## config.mk

```make
export PLATFORM = sky130hd
export DESIGN_NAME = mips_alu
export DESIGN_NICKNAME = d
export VERILOG_FILES = /design/src/rtl/alu_pkg.sv /design/src/rtl/alu_addsub.sv /design/src/rtl/mips_alu.sv
export SDC_FILE = /design/constraint.sdc
export NUM_CORES = 1
export LEC_CHECK = 0
export ABC_AREA = 0
export BUFFER_PORTS_ARGS = -buffer_cell sky130_fd_sc_hd__clkbuf_2
export CAP_MARGIN = 20
export CORE_MARGIN = 4
export CORE_UTILIZATION = 55
export CTS_CLUSTER_DIAMETER = 100
export CTS_CLUSTER_SIZE = 12
export DETAILED_ROUTE_END_ITERATION = 10
export PLACE_DENSITY_LB_ADDON = 0.12
export SLEW_MARGIN = 0
export SYNTH_ARGS = -nofsm -noshare
export SYNTH_HDL_FRONTEND = slang
export SYNTH_SLANG_ARGS = --single-unit
export TNS_END_PERCENT = 50
```

## constraint.sdc

```tcl
create_clock -name clk -period 0.8 [get_ports clk]
set_input_delay 0.16 -clock clk [delete_from_list [all_inputs] [get_ports clk]]
set_output_delay 0.16 -clock clk [all_outputs]
set_load 0.01 [all_outputs]
```

## src/rtl/alu_pkg.sv

```systemverilog
// ALU control codes shared by the ALU and the ALU-control decoder.
package alu_pkg;

  localparam logic [3:0] OP_AND = 4'b0000;
  localparam logic [3:0] OP_OR  = 4'b0001;
  localparam logic [3:0] OP_ADD = 4'b0010;
  localparam logic [3:0] OP_XOR = 4'b0011;
  localparam logic [3:0] OP_SUB = 4'b0110;
  localparam logic [3:0] OP_SLT = 4'b0111;
  localparam logic [3:0] OP_NOR = 4'b1100;
  localparam logic [3:0] OP_SLL = 4'b1000;
  localparam logic [3:0] OP_SRL = 4'b1001;
  localparam logic [3:0] OP_SRA = 4'b1010;

  // SUB and SLT both run the adder in subtract mode
  function automatic logic uses_sub(input logic [3:0] op);
    return (op == OP_SUB) || (op == OP_SLT);
  endfunction

endpackage

```

## src/rtl/alu_addsub.sv

```systemverilog
// Combinational adder/subtractor shared by ADD, SUB and SLT.
module alu_addsub #(
  parameter int WIDTH = 4
) (
  input  logic [WIDTH-1:0] a,
  input  logic [WIDTH-1:0] b,
  input  logic             sub,
  output logic [WIDTH-1:0] sum,
  output logic             carry,
  output logic             overflow
);

  logic [WIDTH-1:0] bb;
  logic [WIDTH:0]   wide;

  // a + b, or a + ~b + 1; overflow when like-signed addends give an unlike-signed sum
  always_comb begin
    bb       = sub ? ~b : b;
    wide     = {1'b0, a} + {1'b0, bb} + {{WIDTH{1'b0}}, sub};
    sum      = wide[WIDTH-1:0];
    carry    = wide[WIDTH];
    overflow = (a[WIDTH-1] == bb[WIDTH-1]) && (sum[WIDTH-1] != a[WIDTH-1]);
  end

endmodule

```

## src/rtl/mips_alu.sv

```systemverilog
// Registered single-cycle MIPS ALU: logic ops, add/sub/slt, shifts, flags.
module mips_alu
  import alu_pkg::*;
#(
  parameter int WIDTH = 4
) (
  input  logic             clk,
  input  logic             rst,
  input  logic [WIDTH-1:0] a,
  input  logic [WIDTH-1:0] b,
  input  logic [3:0]       op,
  input  logic             in_valid,
  output logic [WIDTH-1:0] result,
  output logic             zero,
  output logic             carry,
  output logic             overflow,
  output logic             out_valid
);

  localparam int SHW = (WIDTH > 2) ? $clog2(WIDTH) : 1;

  logic [WIDTH-1:0] as_sum;
  logic             as_c, as_v;
  logic [SHW-1:0]   shamt;
  logic [WIDTH-1:0] res_nx;
  logic             c_nx, v_nx;

  alu_addsub #(.WIDTH(WIDTH)) u_addsub (
    .a        (a),
    .b        (b),
    .sub      (uses_sub(op)),
    .sum      (as_sum),
    .carry    (as_c),
    .overflow (as_v)
  );

  assign shamt = b[SHW-1:0];

  // next result/flags; flags only meaningful for ADD/SUB, undefined ops give 0
  always_comb begin
    res_nx = '0;
    c_nx   = 1'b0;
    v_nx   = 1'b0;
    case (op)
      OP_AND: res_nx = a & b;
      OP_OR:  res_nx = a | b;
      OP_XOR: res_nx = a ^ b;
      OP_NOR: res_nx = ~(a | b);
      OP_ADD, OP_SUB: begin
        res_nx = as_sum;
        c_nx   = as_c;
        v_nx   = as_v;
      end
      // sign of a-b corrected by overflow gives the true signed compare
      OP_SLT: res_nx = {{(WIDTH-1){1'b0}}, as_sum[WIDTH-1] ^ as_v};
      OP_SLL: res_nx = a << shamt;
      OP_SRL: res_nx = a >> shamt;
      OP_SRA: res_nx = WIDTH'($signed(a) >>> shamt);
      default: ;
    endcase
  end

  // output registers: load on valid, hold otherwise; out_valid follows in_valid
  always_ff @(posedge clk or posedge rst) begin
    if (rst) begin
      result    <= '0;
      zero      <= 1'b1;
      carry     <= 1'b0;
      overflow  <= 1'b0;
      out_valid <= 1'b0;
    end else begin
      out_valid <= in_valid;
      if (in_valid) begin
        result   <= res_nx;
        zero     <= (res_nx == '0);
        carry    <= c_nx;
        overflow <= v_nx;
      end
    end
  end

endmodule

```

==> key figures <==
Run status
  • Status: complete, but fails checks
  • Failing checks: setup timing

Clock network
  • Clock tree root buffer cell: clkbuf_4
  • Clock transition at path regs: about 0.06 ns
  • Clock sink count: 8
  • CTS max path bufs: 2
  • CTS Buf Count: 3
  • Clock Latency Late Sink: between 0.2 and 0.3 ns
  • CTS tree: done
  • H-Tree Depth: 1

Die
  • Chip height: roughly 54 um
  • CORE AREA: about 2000 um2
  • DIE WIDTH: approximately 54 um
  • Die area: a little under 3000 um2
  • Site Rows: 16
  • Initial core utilization: 0.583
  • IO Pins: 23

Worst setup path
  • R2R depth: 2
  • R2R Setup Slk: 0.02 ns
  • Crit path launch type: input pin
  • Worst path required time: ~0.96 ns
  • CP cell instances: clkbuf_16, nor2b_4, nand2_4, xnor2_4, fa_2, xor2_1, a32oi_1, nor2_1, or4b_4, mux2_2
  • Critical R2R Capture: zero
  • Worst Path Buf+Inv: 1
  • Critical path arrival: approximately 2.2 ns
  • Worst setup EP type: flop
  • Worst setup path start: op[3]
  • Critical path's top delay family: simple AND/OR/NAND/NOR gates
  • R2r startpoint: zero
  • Stages on the worst setup path: 10
  • Critical Path Max Stage Delay: roughly 0.49 ns
  • Kind of critical path: input pin to flop
  • Critical path fanouts, max: 4
  • CP max-delay cell: or4b_4

Global route
  • Vias in the first global route: 1305
  • GRT Util Overall: 0.275
  • First-pass GRT wire length: 5740 um
  • Remaining global-route overflow: 0
  • Initial antenna violation count: 0
  • Largest net degree at the start of global routing: 12

Timing
  • Actual slew at the worst max-slew pin: roughly 0.60 ns
  • Setup ws final: -1.26 ns
  • Maximum clock frequency: ~490 MHz
  • Setup Viol. Count Final: 15
  • Worst Clk Skew: 0 ns
  • Max-slew headroom: 0.591
  • Final min period: roughly 2 ns
  • Max Slew Vio Count: 0
  • RSZ-0062 raised after global routing: yes
  • Final hold viol count: 0
  • Period utilisation layout: 2.57
  • Final setup TNS: -8.54 ns

Yosys
  • Register area share after synthesis: 0.174
  • Flops & latches, synth: 8
  • Synthesized net count: approximately 160
  • Synth Flop Type: dfrtp_1
  • Mean area per synthesized cell: ~8.6 um2
  • Cells after Synth: around 140
  • Synthesized area: between 1000 and 1500 um2
  • Asr flop ratio synth: 1.00
  • EDFF count, synth: 0
  • Ys Warns: 0
  • Yosys cell types: between 40 and 50

Final layout
  • Fill cells: 88
  • Layout cell share with drive strength beyond 1: 0.490
  • Post-Layout Cell Count: ~230
  • Ant diodes: 0
  • Core Util, Final: 0.890
  • Area grow syn2layout: 52.7%
  • Net count, final: roughly 230

Place
  • Dpl cells: between 200 and 250
  • Final GP Congestion: roughly 0.95
  • Port-buffer cells: 22
  • DP HPWL: 2660 um

Worst hold path
  • Min-delay worst type: input pin to flop
  • Hold Startpoint: in_valid
  • Worst hold endpoint: result[1]
  • Hold depth: 2

Power and ir drop
  • LEAKAGE: just under 0.9 nW
  • Max IR drop VDD: approximately 1300 uV
  • Power per cell area: approximately 1100 nW/um2

Run
  • Max-Cap Viols: 0

Detailed routing
  • Antenna-violating nets left: 0
  • Drt drc: 0
  • Routed wire length: between 4000 and 5000 um
  • Wire length per cell: 19.1 um
  • Routed vias/inst: roughly 6.3
  • Routed via count: 1436
  • Starting DRT DRC Count: between 80 and 90
  • DRT Pass-1 Iters: 5
[metrics by stage]
step	setup WS, ns	cell area (um2)	power, mW	hold slack, ns
2_1_floorplan	-1.45	1180	0.985	-0.0251
3_3_place_gp	-1.49	1580	1.33	0.0843
3_5_place_dp	-1.53	1580	1.36	0.0982
4_1_cts	-1.18	1710	1.78	0.211
5_1_grt	-1.28	1760	2.00	0.227
6_report	-1.26	1760	1.90	0.217
[worst max-delay path by stage]
stage / slack, ns / end
after floorplan: -1.45 / result[2]
after global placement: -1.49 / result[2]
after detailed placement: -1.53 / result[2]
after CTS: -1.18 / result[2]
after global routing: -1.28 / result[2]
final: -1.26 / result[2]
[kinds of logic after synthesis]
| logic type | share of synthesized area |
|---|---|
| adders and majority gates | 0.147 |
| buffers and inverters | 0.102 |
| DFF | 0.174 |
| muxes | 0.0780 |
| and+or+nand+nor | 0.222 |
| xor gates and xnor gates | 0.0531 |
| AOI/OAI and AO/OA | 0.223 |
[repair_timing]
action                                 4_1_cts  5_1_grt
buffers inserted                             2        4
hold buffers                                 1        0
setup endpoints to repair                   15       15
resized for setup                           14        8
pin swaps                                   13        4
endpoints found under the hold margin        7        0
[worst reg2reg max path, stage by stage (launching register included)]
cell and delay [ns]:
dfstp_2 0.55, nand2b_1 0.08, o41ai_2 0.05
[where the power goes]
part	total (mW)	switching, mW	internal, mW
logic	1.05	0.501	0.548
registers	0.491	0.0303	0.461
clock network	0.365	0.172	0.193
total	1.90	0.703	1.20
[area by class of cell]
class	count	area (um2)	area share
clock buffers	4	26.3	0.0149
multi-input cells	105	921	0.522
flip-flops and latches	8	201	0.114
repair buffers	72	532	0.302
well taps	27	33.8	0.0192
inverters	13	48.8	0.0277
[routing by layer]
layer  track usage  routed length, um  vias to the layer above
met5             0                  0                        -
met4        0.0766                137                        0
met3        0.0720                445                       23
met2         0.472               2170                      104
met1         0.334               1620                      682
li1              -                  -                      627
[synth_stat cells (4+ instances only)]
library cell,count,area (um2)
xnor2_1,6,52.6
a21oi_1,7,35.0
nor2_1,9,33.8
nand2_1,6,22.5
buf_2,4,20.0
o21ai_0,6,30.0
dfrtp_1,7,175
nand2b_1,8,50.1
buf_6,4,45.0
a211oi_1,4,30.0
ha_1,12,150
inv_1,11,41.3
[registers in the layout, summed over array words and instances, names as in the netlist]
register   flops
result         4
carry          1
out_valid      1
overflow       1
zero           1
[cell usage in the layout (no fill, tap or decap), drive strengths merged, types with 2 or more instances in the layout]
master	synthesis	routed
mux2i	3	3
nor4	2	2
a2111oi	2	2
clkbuf	0	24
a211oi	5	5
buf	9	51
and3	3	3
o22ai	3	3
xnor2	6	6
nand4	2	2
nand3b	2	2
ha	12	12
mux2	3	3
a21oi	7	7
inv	13	13
nor2b	2	2
nand2b	8	8
dfrtp	7	7
nor2	9	9
or4b	2	2
o21ai	7	7
nand2	6	6
nand4b	2	2
nor3	2	2
Note: power is estimated with default switching activity, not from simulation.
